File: src/rtl/cam_i2c_arbiter_if.sv
// Bundles both requester handshakes and the I2C write-controller bus that the
// arbiter sits between.
interface cam_i2c_arbiter_if;
  logic        req0_valid;
  logic [15:0] req0_data;
  logic        req0_ready;
  logic        req0_done;
  logic        req0_err;
  logic        req1_valid;
  logic [15:0] req1_data;
  logic        req1_ready;
  logic        req1_done;
  logic        req1_err;
  logic [23:0] ctl_data;
  logic        ctl_enable;
  logic        ctl_ack;
  logic        ctl_end;

  modport master (
    input  req0_valid, req0_data, req1_valid, req1_data, ctl_ack, ctl_end,
    output req0_ready, req0_done, req0_err, req1_ready, req1_done, req1_err,
    output ctl_data, ctl_enable
  );

  modport slave (
    output req0_valid, req0_data, req1_valid, req1_data, ctl_ack, ctl_end,
    input  req0_ready, req0_done, req0_err, req1_ready, req1_done, req1_err,
    input  ctl_data, ctl_enable
  );
endinterface

File: src/rtl/cam_i2c_arbiter.sv
// Round-robin arbiter sharing one SCCB/I2C write controller between the power-up
// sequencer and runtime register writers; handles delay commands, NACK retry and timeout.
module cam_i2c_arbiter #(
  parameter logic [7:0] DEV_ADDR       = 8'h42,
  parameter int         MAX_RETRY      = 3,
  parameter int         DELAY_CYCLES   = 20000,
  parameter int         TIMEOUT_CYCLES = 4096
) (
  input  logic              clk,
  input  logic              reset,
  cam_i2c_arbiter_if.master bus,
  output logic              busy,
  output logic              grant,
  output logic [7:0]        err_count
);

  typedef enum logic [2:0] {
    S_IDLE, S_ISSUE, S_WAIT_END, S_RELEASE, S_GUARD, S_DELAY, S_DONE, S_ERROR
  } state_t;

  typedef enum logic [1:0] {R_OK, R_RETRY, R_FAIL} result_t;

  localparam logic [15:0] TIMEOUT_LAST = 16'(TIMEOUT_CYCLES - 1);
  localparam logic [15:0] DELAY_LAST   = 16'(DELAY_CYCLES - 1);
  localparam logic [2:0]  RETRY_LIMIT  = 3'(MAX_RETRY);

  state_t      state, state_nx;
  result_t     result;
  logic        owner, prefer, take, pick;
  logic [2:0]  retry;
  logic [15:0] timer, data_q, pick_data;

  always_comb begin
    state_nx  = state;
    take      = 1'b0;
    pick      = prefer;
    pick_data = bus.req0_data;
    case (state)
      S_IDLE: begin
        if (bus.req0_valid && bus.req1_valid) begin
          take = 1'b1;
          pick = prefer;
        end else if (bus.req0_valid) begin
          take = 1'b1;
          pick = 1'b0;
        end else if (bus.req1_valid) begin
          take = 1'b1;
          pick = 1'b1;
        end
        pick_data = pick ? bus.req1_data : bus.req0_data;
        if (take) state_nx = (pick_data[15:8] == 8'hFF) ? S_DELAY : S_ISSUE;
      end
      S_ISSUE:    state_nx = S_WAIT_END;
      S_WAIT_END: if (bus.ctl_end || timer == TIMEOUT_LAST) state_nx = S_RELEASE;
      S_RELEASE:  if (!bus.ctl_end) state_nx = S_GUARD;
      S_GUARD: begin
        case (result)
          R_OK:    state_nx = S_DONE;
          R_RETRY: state_nx = S_ISSUE;
          default: state_nx = S_ERROR;
        endcase
      end
      S_DELAY:    if (timer == DELAY_LAST) state_nx = S_DONE;
      S_DONE:     state_nx = S_IDLE;
      S_ERROR:    state_nx = S_IDLE;
      default:    state_nx = S_IDLE;
    endcase

    bus.req0_ready = take && !pick;
    bus.req1_ready = take && pick;
    bus.req0_done  = (state == S_DONE)  && !owner;
    bus.req1_done  = (state == S_DONE)  && owner;
    bus.req0_err   = (state == S_ERROR) && !owner;
    bus.req1_err   = (state == S_ERROR) && owner;
    bus.ctl_enable = (state == S_ISSUE) || (state == S_WAIT_END);
    // ctl_data is only presented while a transfer owns the bus, zero otherwise
    bus.ctl_data   = (state inside {S_ISSUE, S_WAIT_END, S_RELEASE, S_GUARD}) ?
                     {DEV_ADDR, data_q} : 24'h0;
    busy           = (state != S_IDLE);
  end

  assign grant = owner;

  always_ff @(posedge clk or negedge reset) begin
    if (!reset) begin
      state     <= S_IDLE;
      owner     <= 1'b0;
      prefer    <= 1'b0;
      retry     <= 3'd0;
      timer     <= 16'd0;
      result    <= R_OK;
      err_count <= 8'd0;
    end else begin
      state <= state_nx;
      case (state)
        S_IDLE: begin
          if (take) begin
            owner <= pick;
            retry <= 3'd0;
            timer <= 16'd0;
          end
        end
        S_ISSUE: timer <= 16'd0;
        S_WAIT_END: begin
          timer <= timer + 16'd1;
          // a reported end always wins over a timeout landing in the same cycle
          if (bus.ctl_end && !bus.ctl_ack) begin
            result <= R_OK;
          end else if (bus.ctl_end || timer == TIMEOUT_LAST) begin
            if (retry < RETRY_LIMIT) begin
              retry  <= retry + 3'd1;
              result <= R_RETRY;
            end else begin
              result <= R_FAIL;
            end
          end
        end
        S_DELAY: timer <= timer + 16'd1;
        S_DONE:  prefer <= ~owner;
        S_ERROR: begin
          prefer <= ~owner;
          if (err_count != 8'hFF) err_count <= err_count + 8'd1;
        end
        default: ;
      endcase
    end
  end

  always_ff @(posedge clk) begin
    if (state == S_IDLE && take) data_q <= pick_data;
  end

endmodule

File: src/flat_wrapper.sv
// flat-port wrapper written by rule: the top's interface ports become plain ports
module cam_i2c_arbiter_flat 
#(
  parameter logic [7:0] DEV_ADDR       = 8'h42,
  parameter int         MAX_RETRY      = 3,
  parameter int         DELAY_CYCLES   = 20000,
  parameter int         TIMEOUT_CYCLES = 4096
)
  (clk, reset, busy, grant, err_count, bus_req0_valid, bus_req0_data, bus_req1_valid, bus_req1_data, bus_ctl_ack, bus_ctl_end, bus_req0_ready, bus_req0_done, bus_req0_err, bus_req1_ready, bus_req1_done, bus_req1_err, bus_ctl_data, bus_ctl_enable);
  cam_i2c_arbiter_if bus_i ();
  input  logic clk;
  input  logic reset;
  output logic busy;
  output logic grant;
  output logic [7:0] err_count;
  input wire logic [$bits(bus_i.req0_valid)-1:0] bus_req0_valid;
  input wire logic [$bits(bus_i.req0_data)-1:0] bus_req0_data;
  input wire logic [$bits(bus_i.req1_valid)-1:0] bus_req1_valid;
  input wire logic [$bits(bus_i.req1_data)-1:0] bus_req1_data;
  input wire logic [$bits(bus_i.ctl_ack)-1:0] bus_ctl_ack;
  input wire logic [$bits(bus_i.ctl_end)-1:0] bus_ctl_end;
  output wire logic [$bits(bus_i.req0_ready)-1:0] bus_req0_ready;
  output wire logic [$bits(bus_i.req0_done)-1:0] bus_req0_done;
  output wire logic [$bits(bus_i.req0_err)-1:0] bus_req0_err;
  output wire logic [$bits(bus_i.req1_ready)-1:0] bus_req1_ready;
  output wire logic [$bits(bus_i.req1_done)-1:0] bus_req1_done;
  output wire logic [$bits(bus_i.req1_err)-1:0] bus_req1_err;
  output wire logic [$bits(bus_i.ctl_data)-1:0] bus_ctl_data;
  output wire logic [$bits(bus_i.ctl_enable)-1:0] bus_ctl_enable;
  assign bus_i.req0_valid = bus_req0_valid;
  assign bus_i.req0_data = bus_req0_data;
  assign bus_i.req1_valid = bus_req1_valid;
  assign bus_i.req1_data = bus_req1_data;
  assign bus_i.ctl_ack = bus_ctl_ack;
  assign bus_i.ctl_end = bus_ctl_end;
  assign bus_req0_ready = bus_i.req0_ready;
  assign bus_req0_done = bus_i.req0_done;
  assign bus_req0_err = bus_i.req0_err;
  assign bus_req1_ready = bus_i.req1_ready;
  assign bus_req1_done = bus_i.req1_done;
  assign bus_req1_err = bus_i.req1_err;
  assign bus_ctl_data = bus_i.ctl_data;
  assign bus_ctl_enable = bus_i.ctl_enable;
  cam_i2c_arbiter #(.DEV_ADDR(DEV_ADDR), .MAX_RETRY(MAX_RETRY), .DELAY_CYCLES(DELAY_CYCLES), .TIMEOUT_CYCLES(TIMEOUT_CYCLES)) u_core (.clk(clk), .reset(reset), .bus(bus_i), .busy(busy), .grant(grant), .err_count(err_count));
endmodule
File: config.mk
export PLATFORM = sky130hd
export DESIGN_NAME = cam_i2c_arbiter_flat
export DESIGN_NICKNAME = d
export VERILOG_FILES = /design/src/rtl/cam_i2c_arbiter_if.sv /design/src/rtl/cam_i2c_arbiter.sv /design/src/flat_wrapper.sv
export SDC_FILE = /design/constraint.sdc
export NUM_CORES = 1
export LEC_CHECK = 0
export BUFFER_PORTS_ARGS = -buffer_cell sky130_fd_sc_hd__buf_2
export CAP_MARGIN = 20
export CORE_AREA = 2 2 81 83
export CTS_CLUSTER_SIZE = 40
export DETAILED_ROUTE_END_ITERATION = 7
export DIE_AREA = 0 0 83 85
export PLACE_DENSITY_LB_ADDON = 0.1
export SETUP_SLACK_MARGIN = 0.05
export SKIP_LAST_GASP = 1
export SYNTH_ARGS = -nofsm -noshare
export SYNTH_HDL_FRONTEND = slang
export SYNTH_SLANG_ARGS = --single-unit
File: constraint.sdc
create_clock -name clk -period 2.05 [get_ports clk]
set_input_delay 0.3075 -clock clk [delete_from_list [all_inputs] [get_ports clk]]
set_output_delay 0.3075 -clock clk [all_outputs]
set_load 0.02 [all_outputs]
==> impl_metrics.toml <==
[synthesis]
synth-compound-area-share_pct = 13.2
synth_cells = 277
yosys.area.top_type_share_pct = 30.7
synth_ff_type = "dfrtp_1"
synth-seq-cells = 50
muxShareOfSynthArea_pct = 8.80
seq_area_frac_synth_pct = 48.0
synth_xor_area_share_pct = 2.84
synth_top_family_by_area = "simple AND/OR/NAND/NOR gates"
avgSynthCellArea_um2 = 10.0
synthAdderAreaFrac_pct = 1.72
ys_types = 47
yosys.area_share.simple_pct = 20.8
yosysWarnings = 0
synth_common_cells = "34 x dfrtp_1, 24 x nor2_1, 20 x and2_1, 20 x nand2_1, 19 x mux2_2"
yosysTopAreaCell = "dfrtp_1"
yosysMostFrequentCell = "dfrtp_1"
async_reset_ff_share_pct = 68.0
synthTopCellsByArea = "dfrtp_1 31%, edfxtp_1 17%, mux2_2 7.7%"
syn-cell-area_um2 = 2770
synth_edf_count = 16

[pwr]
leakagePower_uw = 0.00158
seq_power_share_pct = 33.5
pwr-share-comb_pct = 54.1
ir_worst_vdd_uv = 892
power_frac_clock_pct = 12.3
p_sw_share_pct = 42.6
powerDensity_nw_per_um2 = 1320
p_switching_uw = 1920
intPower_uw = 2580

[cts]
cts_setup_buffers = 0
clkTransAtPathRegs_ps = 90
cts_root_buf = "clkbuf_8"
clock_sinks = 50
htreeDepth = 2
clock_latency_ps = 300
cts_buffers = 5
cts_buffer_depth = 2
cts_tree = "done"

[sta]
fin_worst_skew_ps = 4.84
fin_crit_ps = 1930
finalSetupTns_ps = 0
clock.fmax_mhz = 518
drv_slew = 0
hold_violations = 0
hold_ws_ps = 72.1
finalCritPeriodShare_pct = 94.1
worstMarginPinSlew_ps = 753
relSlewSlack_pct = 49.8
grt_setup_unrepaired = "yes"
final.setup.worst_slack_ps = 120
finalSetupViolations = 0

[placed_design]
numPortBuffers = 72
globalplace.congestion = 0.777
place.detailed.hpwl_um = 4160
pre_cts_ws_ps = 224

[floorplanning]
die_area_um2 = 7060
coreArea_um2 = 6200
initial_core_util_pct = 44.7
ios = 79
num_rows = 29
die_h_um = 85
die_w_um = 83

[run_status]
status = "finished, final reports clean"

[job]
maxCapViolations = 0

[global_route]
antenna_found_initial = 0
grt_pass1_vias = 2058
grt_pass1_wl_um = 9620
grt_max_degree = 35
grt-ovfl-total = 0
grt_util_all_layers_pct = 16.5

[worst_setup_path]
criticalPathCategory = "reg2out"
worst-path-max-fanout = 7
critPathMaxStageDelay_ps = 410
crit_path_start_kind = "register"
critPathBufInv = 3
worstPathRequired_ps = 1740
crit_path_end_kind = "output port"
path_delay_family = "buffers and inverters"
cpMostUsedCell = "buf_4"
worstPathArrival_ps = 1620
crit_slowest_cell = "dfrtp_1"
crit_chain = "buf_4 > nor2_4 > xnor2_2 > buf_4 > and2_1 > buf_2"

[drt]
num_vias = 2282
drt_iter0_drc = 102
wire_per_inst_um = 13.2
wirelength_um = 5790
drtPass1Iterations = 4
drc_errors = 0
drtAntennaViolNets = 0
avgViaCountPerCell = 5.20

[final_layout]
synthToLayoutAreaGrowth_pct = 23.4
nets = 402
diodes = 0
drive_gt1_share_pct = 33.7

[min_path]
min_path_type = "in2async"
## cells in the final DEF, fill, tap and decap left out, types with 3 or more instances in the layout
cell type	Yosys	layout
dfrtp_1	34	32
mux2i_1	3	3
mux2_2	19	19
clkbuf_1	2	3
a31oi_1	6	6
nor2_1	24	22
nand4_1	10	10
clkbuf_8	0	5
nor3_1	10	10
o21ai_0	16	16
buf_2	8	69
nand3_1	8	8
edfxtp_1	16	16
nand2b_1	3	3
buf_4	7	17
ha_1	3	3
a21oi_1	13	13
xnor2_1	7	6
a21o_1	3	3
nand2_1	20	19
or3_1	3	3
conb_1	1	6
inv_1	6	6
and2_1	20	20
o21ai_1	5	5
## cells by family (layout without fill, tap and decap cells)
logic type,Yosys count,count (layout)
other cells,1,6
flops,50,50
mux,22,22
xor+xnor,9,9
buf+inv,23,103
simple gates,109,109
fa+ha+maj,4,4
compound gates,59,59
## worst reg2reg max path: cells and delay by family (launching register included)
kind,cells,cell delay (ps)
AO/OA/AOI/OAI,1,170
adder cells (fa/ha/maj),1,220
flip-flops,1,430
AND/OR/NAND/NOR,3,940
## path summary, 6_finish.rpt
kind,start,end,slack (ps),depth (start not counted)
worst min-delay path,reset,u_core.timer[1]$_DFFE_PN0P_,70,1
min in group clk,bus_ctl_ack,u_core.result[1]$_DFFE_PN0P_,280,3
worst min register to register,u_core.err_count[4]$_DFFE_PN0P_,u_core.err_count[4]$_DFFE_PN0P_,480,1
max in group asynchronous,reset,u_core.state[2]$_DFFE_PN0P_,1450,1
worst max-delay path,u_core.state[1]$_DFFE_PN0P_,bus_ctl_data[7],120,6
worst max register to register,u_core.timer[0]$_DFFE_PN0P_,u_core.timer[14]$_DFFE_PN0P_,210,5
## cell type report
class / instances / area [um2]
inverter: 6 / 22.5
multi-input combinational: 209 / 1360
fill: 586 / 2790
tap: 77 / 96.3
clock buffer: 8 / 80.1
sequential: 50 / 1330
timing repair buffer: 89 / 524
## state kept, by name, indices dropped and copies added, names as in the netlist
| register | cells |
|---|---|
| u_core.data_q | 16 |
| u_core.err_count | 8 |
| u_core.timer | 16 |
| u_core.prefer | 1 |
| u_core.retry | 3 |
| u_core.state | 3 |
| u_core.result | 2 |
| u_core.grant | 1 |
## stage by stage
| stage | instance area, um2 | instances | total power [uW] | utilization [%] |
|---|---|---|---|---|
| after floorplan | 2790 | 282 | 3090 | - |
| after global placement | 3290 | 429 | 3790 | 53.0 |
| after detailed placement | 3290 | 429 | 3810 | 53.0 |
| after CTS | 3370 | 437 | 4400 | 54.4 |
| after global routing | 3420 | 439 | 4850 | 55.1 |
| final | 3420 | 439 | 4500 | 55.1 |
## timing repair
action                                 CTS  global route
hold buffers                             0             0
endpoints found under the hold margin    0             0
resized for setup                        1            15
setup endpoints to repair                5            17
cloned                                   0             2
## power groups by stage
stage,registers (uW),clock network (uW),logic (uW)
3_3_place_gp,1500,0,2290
3_5_place_dp,1510,0,2300
4_1_cts,1490,584,2320
6_report,1510,554,2440
2_1_floorplan,1520,0,1560
5_1_grt,1550,618,2680
## metal layers
| layer | up-vias | track usage (%) | part of all wire (%) |
|---|---|---|---|
| met5 | - | 0 | 0 |
| met1 | 1037 | 23.5 | 48 |
| met3 | 4 | 3.50 | 5.9 |
| met4 | 0 | 4.92 | 0.74 |
| met2 | 69 | 25.7 | 46 |
| li1 | 1172 | - | - |
Note: power is estimated with default switching activity, not from simulation.
